$ cat src/rtl/systolic_array_feeder_pkg.sv
// Shared types and helpers for the systolic array feeder: sequencer states,
// drain length and lane-slice arithmetic.
package systolic_array_feeder_pkg;

  typedef enum logic [2:0] {
    IDLE   = 3'd0,
    LOAD_W = 3'd1,
    STREAM = 3'd2,
    DRAIN  = 3'd3,
    FINISH = 3'd4
  } feeder_state_e;

  localparam int DEFAULT_N    = 4;
  localparam int DRAIN_CYCLES = 2 * DEFAULT_N - 2;

  // Cycles needed for the last vector to leave the far corner of an n x n grid.
  function automatic int drain_cycles(input int n);
    return (n > 1) ? (2 * n - 2) : 0;
  endfunction

  function automatic int slice_lo(input int idx, input int width);
    return idx * width;
  endfunction

endpackage

$ cat src/rtl/systolic_array_feeder_skew_delay_line.sv
// Enable-gated shift register used to skew one array row by DEPTH steps.
module skew_delay_line #(
  parameter int DEPTH      = 1,
  parameter int DATA_WIDTH = 8
) (
  input  logic                  clk,
  input  logic                  reset,
  input  logic                  en,
  input  logic [DATA_WIDTH-1:0] din,
  output logic [DATA_WIDTH-1:0] dout
);

  logic [DATA_WIDTH-1:0] stage_q [DEPTH];
  logic [DATA_WIDTH-1:0] stage_d [DEPTH];

  // Next-stage values: shift on enable, otherwise hold so the array freezes.
  always_comb begin
    stage_d = stage_q;
    if (en) begin
      stage_d[0] = din;
      for (int d = 1; d < DEPTH; d++) begin
        stage_d[d] = stage_q[d-1];
      end
    end else begin
      stage_d = stage_q;
    end
  end

  // Stage registers.
  always_ff @(posedge clk or posedge reset) begin
    if (reset) begin
      for (int d = 0; d < DEPTH; d++) begin
        stage_q[d] <= {DATA_WIDTH{1'b0}};
      end
    end else begin
      stage_q <= stage_d;
    end
  end

  assign dout = stage_q[DEPTH-1];

endmodule

$ cat src/rtl/systolic_array_feeder.sv
// Sequencer for a weight-stationary N x N PE grid: loads weight rows, then
// streams skewed activation vectors and drains the grid before signalling done.
module systolic_array_feeder
  import systolic_array_feeder_pkg::*;
#(
  parameter int DATA_WIDTH = 8,
  parameter int N          = 4,
  parameter int CNT_W      = 8
) (
  input  logic                    clk,
  input  logic                    reset,
  input  logic                    start,
  input  logic                    reuse_weights,
  input  logic [CNT_W-1:0]        num_vectors,
  output logic                    busy,
  output logic                    done,
  input  logic                    w_valid,
  output logic                    w_ready,
  input  logic [N*DATA_WIDTH-1:0] w_data,
  input  logic                    a_valid,
  output logic                    a_ready,
  input  logic [N*DATA_WIDTH-1:0] a_data,
  output logic [N-1:0]            pe_load_weight,
  output logic [N*DATA_WIDTH-1:0] pe_weight,
  output logic                    pe_valid,
  output logic [N*DATA_WIDTH-1:0] pe_input
);

  localparam int BW        = N * DATA_WIDTH;
  localparam int ROW_W     = (N > 1) ? $clog2(N) : 1;
  localparam int DRAIN_CYC = drain_cycles(N);
  localparam int DRN_W     = $clog2(2 * N + 1);

  feeder_state_e    state_q, state_d;
  logic [ROW_W-1:0] row_q, row_d;
  logic [CNT_W-1:0] vec_q, vec_d;
  logic [CNT_W-1:0] k_q, k_d;
  logic [DRN_W-1:0] drn_q, drn_d;
  logic             busy_q, busy_d;
  logic             done_q, done_d;
  logic             pe_valid_q, pe_valid_d;
  logic [N-1:0]     pe_load_weight_q, pe_load_weight_d;
  logic [BW-1:0]    pe_weight_q, pe_weight_d;

  logic             w_fire_s;
  logic             a_fire_s;
  logic             step_s;
  logic [BW-1:0]    row_din_s;

  assign w_ready  = (state_q == LOAD_W);
  assign a_ready  = (state_q == STREAM);
  assign w_fire_s = w_valid & w_ready;
  assign a_fire_s = a_valid & a_ready;
  // One array step per accepted vector, plus every drain cycle (zeros flushed in).
  assign step_s   = a_fire_s | (state_q == DRAIN);
  assign row_din_s = (state_q == STREAM) ? a_data : {BW{1'b0}};

  // Next-state, counter and output decode.
  always_comb begin
    state_d          = state_q;
    row_d            = row_q;
    vec_d            = vec_q;
    k_d              = k_q;
    drn_d            = drn_q;
    done_d           = 1'b0;
    pe_load_weight_d = {N{1'b0}};
    pe_weight_d      = pe_weight_q;
    case (state_q)
      IDLE: begin
        if (start) begin
          k_d   = num_vectors;
          vec_d = {CNT_W{1'b0}};
          drn_d = {DRN_W{1'b0}};
          row_d = {ROW_W{1'b0}};
          if (!reuse_weights) begin
            state_d = LOAD_W;
          end else if (num_vectors != {CNT_W{1'b0}}) begin
            state_d = STREAM;
          end else begin
            state_d = FINISH;
          end
        end else begin
          state_d = IDLE;
        end
      end
      LOAD_W: begin
        if (w_fire_s) begin
          pe_load_weight_d[row_q] = 1'b1;
          pe_weight_d             = w_data;
          if (row_q == ROW_W'(N - 1)) begin
            row_d   = {ROW_W{1'b0}};
            state_d = (k_q != {CNT_W{1'b0}}) ? STREAM : FINISH;
          end else begin
            row_d = row_q + ROW_W'(1);
          end
        end else begin
          pe_load_weight_d = {N{1'b0}};
        end
      end
      STREAM: begin
        if (a_fire_s) begin
          vec_d = vec_q + CNT_W'(1);
          if (vec_q == k_q - CNT_W'(1)) begin
            drn_d   = {DRN_W{1'b0}};
            state_d = (DRAIN_CYC == 0) ? FINISH : DRAIN;
          end else begin
            state_d = STREAM;
          end
        end else begin
          state_d = STREAM;
        end
      end
      DRAIN: begin
        if (drn_q == DRN_W'(DRAIN_CYC - 1)) begin
          state_d = FINISH;
        end else begin
          drn_d = drn_q + DRN_W'(1);
        end
      end
      FINISH: begin
        done_d  = 1'b1;
        state_d = IDLE;
      end
      default: begin
        state_d = IDLE;
      end
    endcase
    busy_d     = (state_d != IDLE);
    pe_valid_d = step_s;
  end

  // State, counters and registered outputs.
  always_ff @(posedge clk or posedge reset) begin
    if (reset) begin
      state_q          <= IDLE;
      row_q            <= {ROW_W{1'b0}};
      vec_q            <= {CNT_W{1'b0}};
      k_q              <= {CNT_W{1'b0}};
      drn_q            <= {DRN_W{1'b0}};
      busy_q           <= 1'b0;
      done_q           <= 1'b0;
      pe_valid_q       <= 1'b0;
      pe_load_weight_q <= {N{1'b0}};
      pe_weight_q      <= {BW{1'b0}};
    end else begin
      state_q          <= state_d;
      row_q            <= row_d;
      vec_q            <= vec_d;
      k_q              <= k_d;
      drn_q            <= drn_d;
      busy_q           <= busy_d;
      done_q           <= done_d;
      pe_valid_q       <= pe_valid_d;
      pe_load_weight_q <= pe_load_weight_d;
      pe_weight_q      <= pe_weight_d;
    end
  end

  for (genvar i = 0; i < N; i++) begin : g_skew
    skew_delay_line #(
      .DEPTH      (i + 1),
      .DATA_WIDTH (DATA_WIDTH)
    ) u_skew (
      .clk   (clk),
      .reset (reset),
      .en    (step_s),
      .din   (row_din_s[slice_lo(i, DATA_WIDTH) +: DATA_WIDTH]),
      .dout  (pe_input[slice_lo(i, DATA_WIDTH) +: DATA_WIDTH])
    );
  end

  assign busy           = busy_q;
  assign done           = done_q;
  assign pe_valid       = pe_valid_q;
  assign pe_load_weight = pe_load_weight_q;
  assign pe_weight      = pe_weight_q;

endmodule

$ cat config.mk
export PLATFORM = sky130hd
export DESIGN_NAME = systolic_array_feeder
export DESIGN_NICKNAME = d
export VERILOG_FILES = /design/src/rtl/systolic_array_feeder_pkg.sv /design/src/rtl/systolic_array_feeder_skew_delay_line.sv /design/src/rtl/systolic_array_feeder.sv
export SDC_FILE = /design/constraint.sdc
export NUM_CORES = 1
export LEC_CHECK = 0
export ABC_CLOCK_PERIOD_IN_PS = 9800
export CAP_MARGIN = 0
export CORE_ASPECT_RATIO = 0.5
export CORE_MARGIN = 1
export CORE_UTILIZATION = 53
export CTS_BUF_LIST = sky130_fd_sc_hd__clkbuf_16
export DETAILED_ROUTE_END_ITERATION = 10
export PLACE_DENSITY = 0.85
export SYNTH_ARGS = -nofsm -noshare
export SYNTH_HDL_FRONTEND = slang
export SYNTH_SLANG_ARGS = --single-unit
$ cat constraint.sdc
create_clock -name clk -period 9.8 [get_ports clk]
set_input_delay 2.94 -clock clk [delete_from_list [all_inputs] [get_ports clk]]
set_output_delay 2.94 -clock clk [all_outputs]
set_load 0.01 [all_outputs]
==> qor.yml <==
drive_gt1_share_pct: 9.851
dr.pass1.iters: 4
rsz0062_at_grt: "false"
finalSetupViolations: 0
placed_cell_area_sq_um: 7680
ys_seq_area_share_pct: 57.87
gr-total-overflow: 0
clkSinkCount: 144
cp-start-kind: "register"
num-fill-cells: 735
fp.dieH_um: 78.65
pre_cts_ws_ns: 4.281
p_per_area_nw_per_um2: 306.2
post-cts-setup-buffers: 0
power.leakage_nw: 3.800
synth-seq-cells: 144
yosysWarnings: 0
clock_tree.root_cell: "clkbuf_16"
h-tree-depth: 4
syn_inst: 534
crit_buf_inv: 1
tightestPinTransition_ns: 0.9481
crit_slowest_cell: "clkdlybuf4s50_1"
dieWidth_um: 155.3
syn-num-nets: 621
initial_core_util_pct: 55.52
fmax_ghz: 0.1885
critPathKind: "reg -> out"
finalWirelength_mm: 13.62
grt_pass1_vias: 4436
fin_crit_ns: 5.305
setup_tns_ns: 0
maxCapViolCount: 0
io_pins: 151
antenna_found_initial: 0
track_usage_pct: 23.96
synth.distinct_cells: 53
grt_first_pass_wirelength_mm: 22.40
crit_fanout: 7
worstPathRequired_ns: 6.86
cp_common_cell: "nor2b_1"
worst_ep_arrival_time_ns: 2.37
vias_per_cell: 5.329
dpl.hpwl_mm: 8.744
area_growth_pct: 32.47
portBuffers: 150
ir_drop_mv: 0.1511
clkLatencyLatePin_ns: 0.41
worstSetupEndpointType: "output pin"
relSlewSlack_pct: 36.79
post_cts_resized: 0
drtIter0Drc: 265
fin_cells: 829
status: "complete, no violations"
nets: 745
crit_path_max_incr_delay_ns: 0.64
grt_max_degree: 79
synth_edf_count: 0
routed-via-count: 4418
path_clk_slew_ns: 0.06
synth_most_common_cell: "dfrtp_1"
slew_viol_final: 0
synth-main-ff-cell: "dfrtp_1"
fin_skew_ns: 0.006052
drc: 0
fin_area_sq_um: 8249
path_cells: "nor2b_1, nor2b_1, clkdlybuf4s50_1"
rows: 27
finalHoldViolCount: 0
numPlacedInstances: 798
synth_top_area_cell: "dfrtp_1"
antennaDiodeCount: 0
dieArea_sq_um: 12210
drtAntennaViolNets: 0
power.total_mw: 2.526
gp_congestion: 0.8184
async_flop_share_pct: 100.0
synth_common_cells: "dfrtp_1 (144), nand2_1 (106), mux2_1 (61), nand3_1 (35), buf_4 (24)"
syn_area_sq_um: 6227
cts-buffers-inserted: 17
min_path_type: "reg -> reg"
ctsHoldBuffers: 0
clockBufferDepth: 2
synth.top_cell.area_share_pct: 57.87
synth_area_leaders: "dfrtp_1 (58%), mux2_1 (11%), nand2_1 (6.4%), mux2_2 (3.4%), buf_4 (2.9%)"
wire_per_inst_um: 16.43
core_sq_um: 11220
cts_tree: "built"
layout_setup_ws_ns: 4.495
critical-path-top-delay-family: "simple AND/OR/NAND/NOR gates"
period_share_pct: 54.13
syn_area_per_cell_sq_um: 11.66
## stage by stage
stage,util [%],hold WS [ns]
2_1_floorplan,-,0.4522
3_3_place_gp,68.47,0.4613
3_5_place_dp,68.47,0.4721
4_1_cts,73.55,0.4796
5_1_grt,73.55,0.4793
6_report,73.55,0.4793
## state kept, by name, summed over array words and instances, names as in the netlist
| name | cells |
|---|---|
| busy | 1 |
| done | 1 |
| drn_q | 4 |
| g_skew.u_skew.dout | 32 |
| g_skew.u_skew.stage_q | 48 |
| k_q | 8 |
| pe_load_weight | 4 |
| pe_valid | 1 |
| pe_weight | 32 |
| row_q | 2 |
| state_q | 3 |
| vec_q | 8 |
## cells in the final DEF, fill, tap and decap left out, drive strengths merged, types with 2 or more instances in the layout
cell and count:
a21oi 9, and2 3, and3 6, buf 6, bufinv 2, clkbuf 17, clkdlybuf4s50 150, clkinv 6
clkinvlp 3, dfrtp 144, ha 9, inv 11, mux2 80, mux2i 2, nand2 106, nand2b 3
nand3 35, nand3b 2, nand4 2, nor2 12, nor2b 3, nor3 4, nor3b 2, nor4 3
nor4b 3, o2111ai 3, o21ai 12, o31ai 2, or3 3, or4 2, xnor2 5, xor2 9
## power by group
group | internal, mW | switching (mW)
clock network | 0.373 | 0.251
logic | 0.487 | 0.453
registers | 0.820 | 0.142
total | 1.68 | 0.847
## layout make-up
| cell class | instances | area [sq um] | share of cell area (%) |
|---|---|---|---|
| tap | 159 | 198.9 | 2.412 |
| clock inverter | 14 | 143.9 | 1.744 |
| multi-input combinational | 331 | 2296 | 27.83 |
| sequential | 144 | 3603 | 43.68 |
| clock buffer | 17 | 425.4 | 5.157 |
| timing repair buffer | 156 | 1546 | 18.75 |
| inverter | 8 | 35.03 | 0.4247 |
## metal layers
metal	global-route usage [%]	up-vias	share of wire, %
li1	-	2049	-
met1	29.72	2236	43
met2	41.80	108	52
met3	4.914	25	3.5
met4	9.118	0	2.0
met5	0	-	0
## logic make-up (layout without fill, tap and decap cells)
| logic type | count (synthesis) | in the layout | share of synthesized area, % |
|---|---|---|---|
| multiplexers | 82 | 82 | 14.79 |
| buffers and inverters | 59 | 195 | 5.365 |
| AO/OA/AOI/OAI | 32 | 32 | 3.336 |
| adder cells (fa/ha/maj) | 9 | 9 | 1.808 |
| flip-flops | 144 | 144 | 57.87 |
| XOR/XNOR | 14 | 14 | 1.969 |
| AND/OR/NAND/NOR | 194 | 194 | 14.87 |
## final timing paths
kind | from | cells after the start | endpoint | slack (ns)
setup / recovery | state_q[1] | 3 | a_ready | 4.49
hold / removal | g_skew[3].u_skew.stage_q[16] | 1 | g_skew[3].u_skew.stage_q[16] | 0.48
setup reg to reg | state_q[1] | 7 | g_skew[2].u_skew.dout[7] | 6.68
hold reg to reg | g_skew[3].u_skew.stage_q[16] | 1 | g_skew[3].u_skew.stage_q[16] | 0.48
max in group asynchronous | reset | 3 | g_skew[2].u_skew.stage_q[12] | 5.41
min in group asynchronous | reset | 2 | pe_weight[28] | 2.98
No activity file was read; power rests on OpenSTA's default activity.
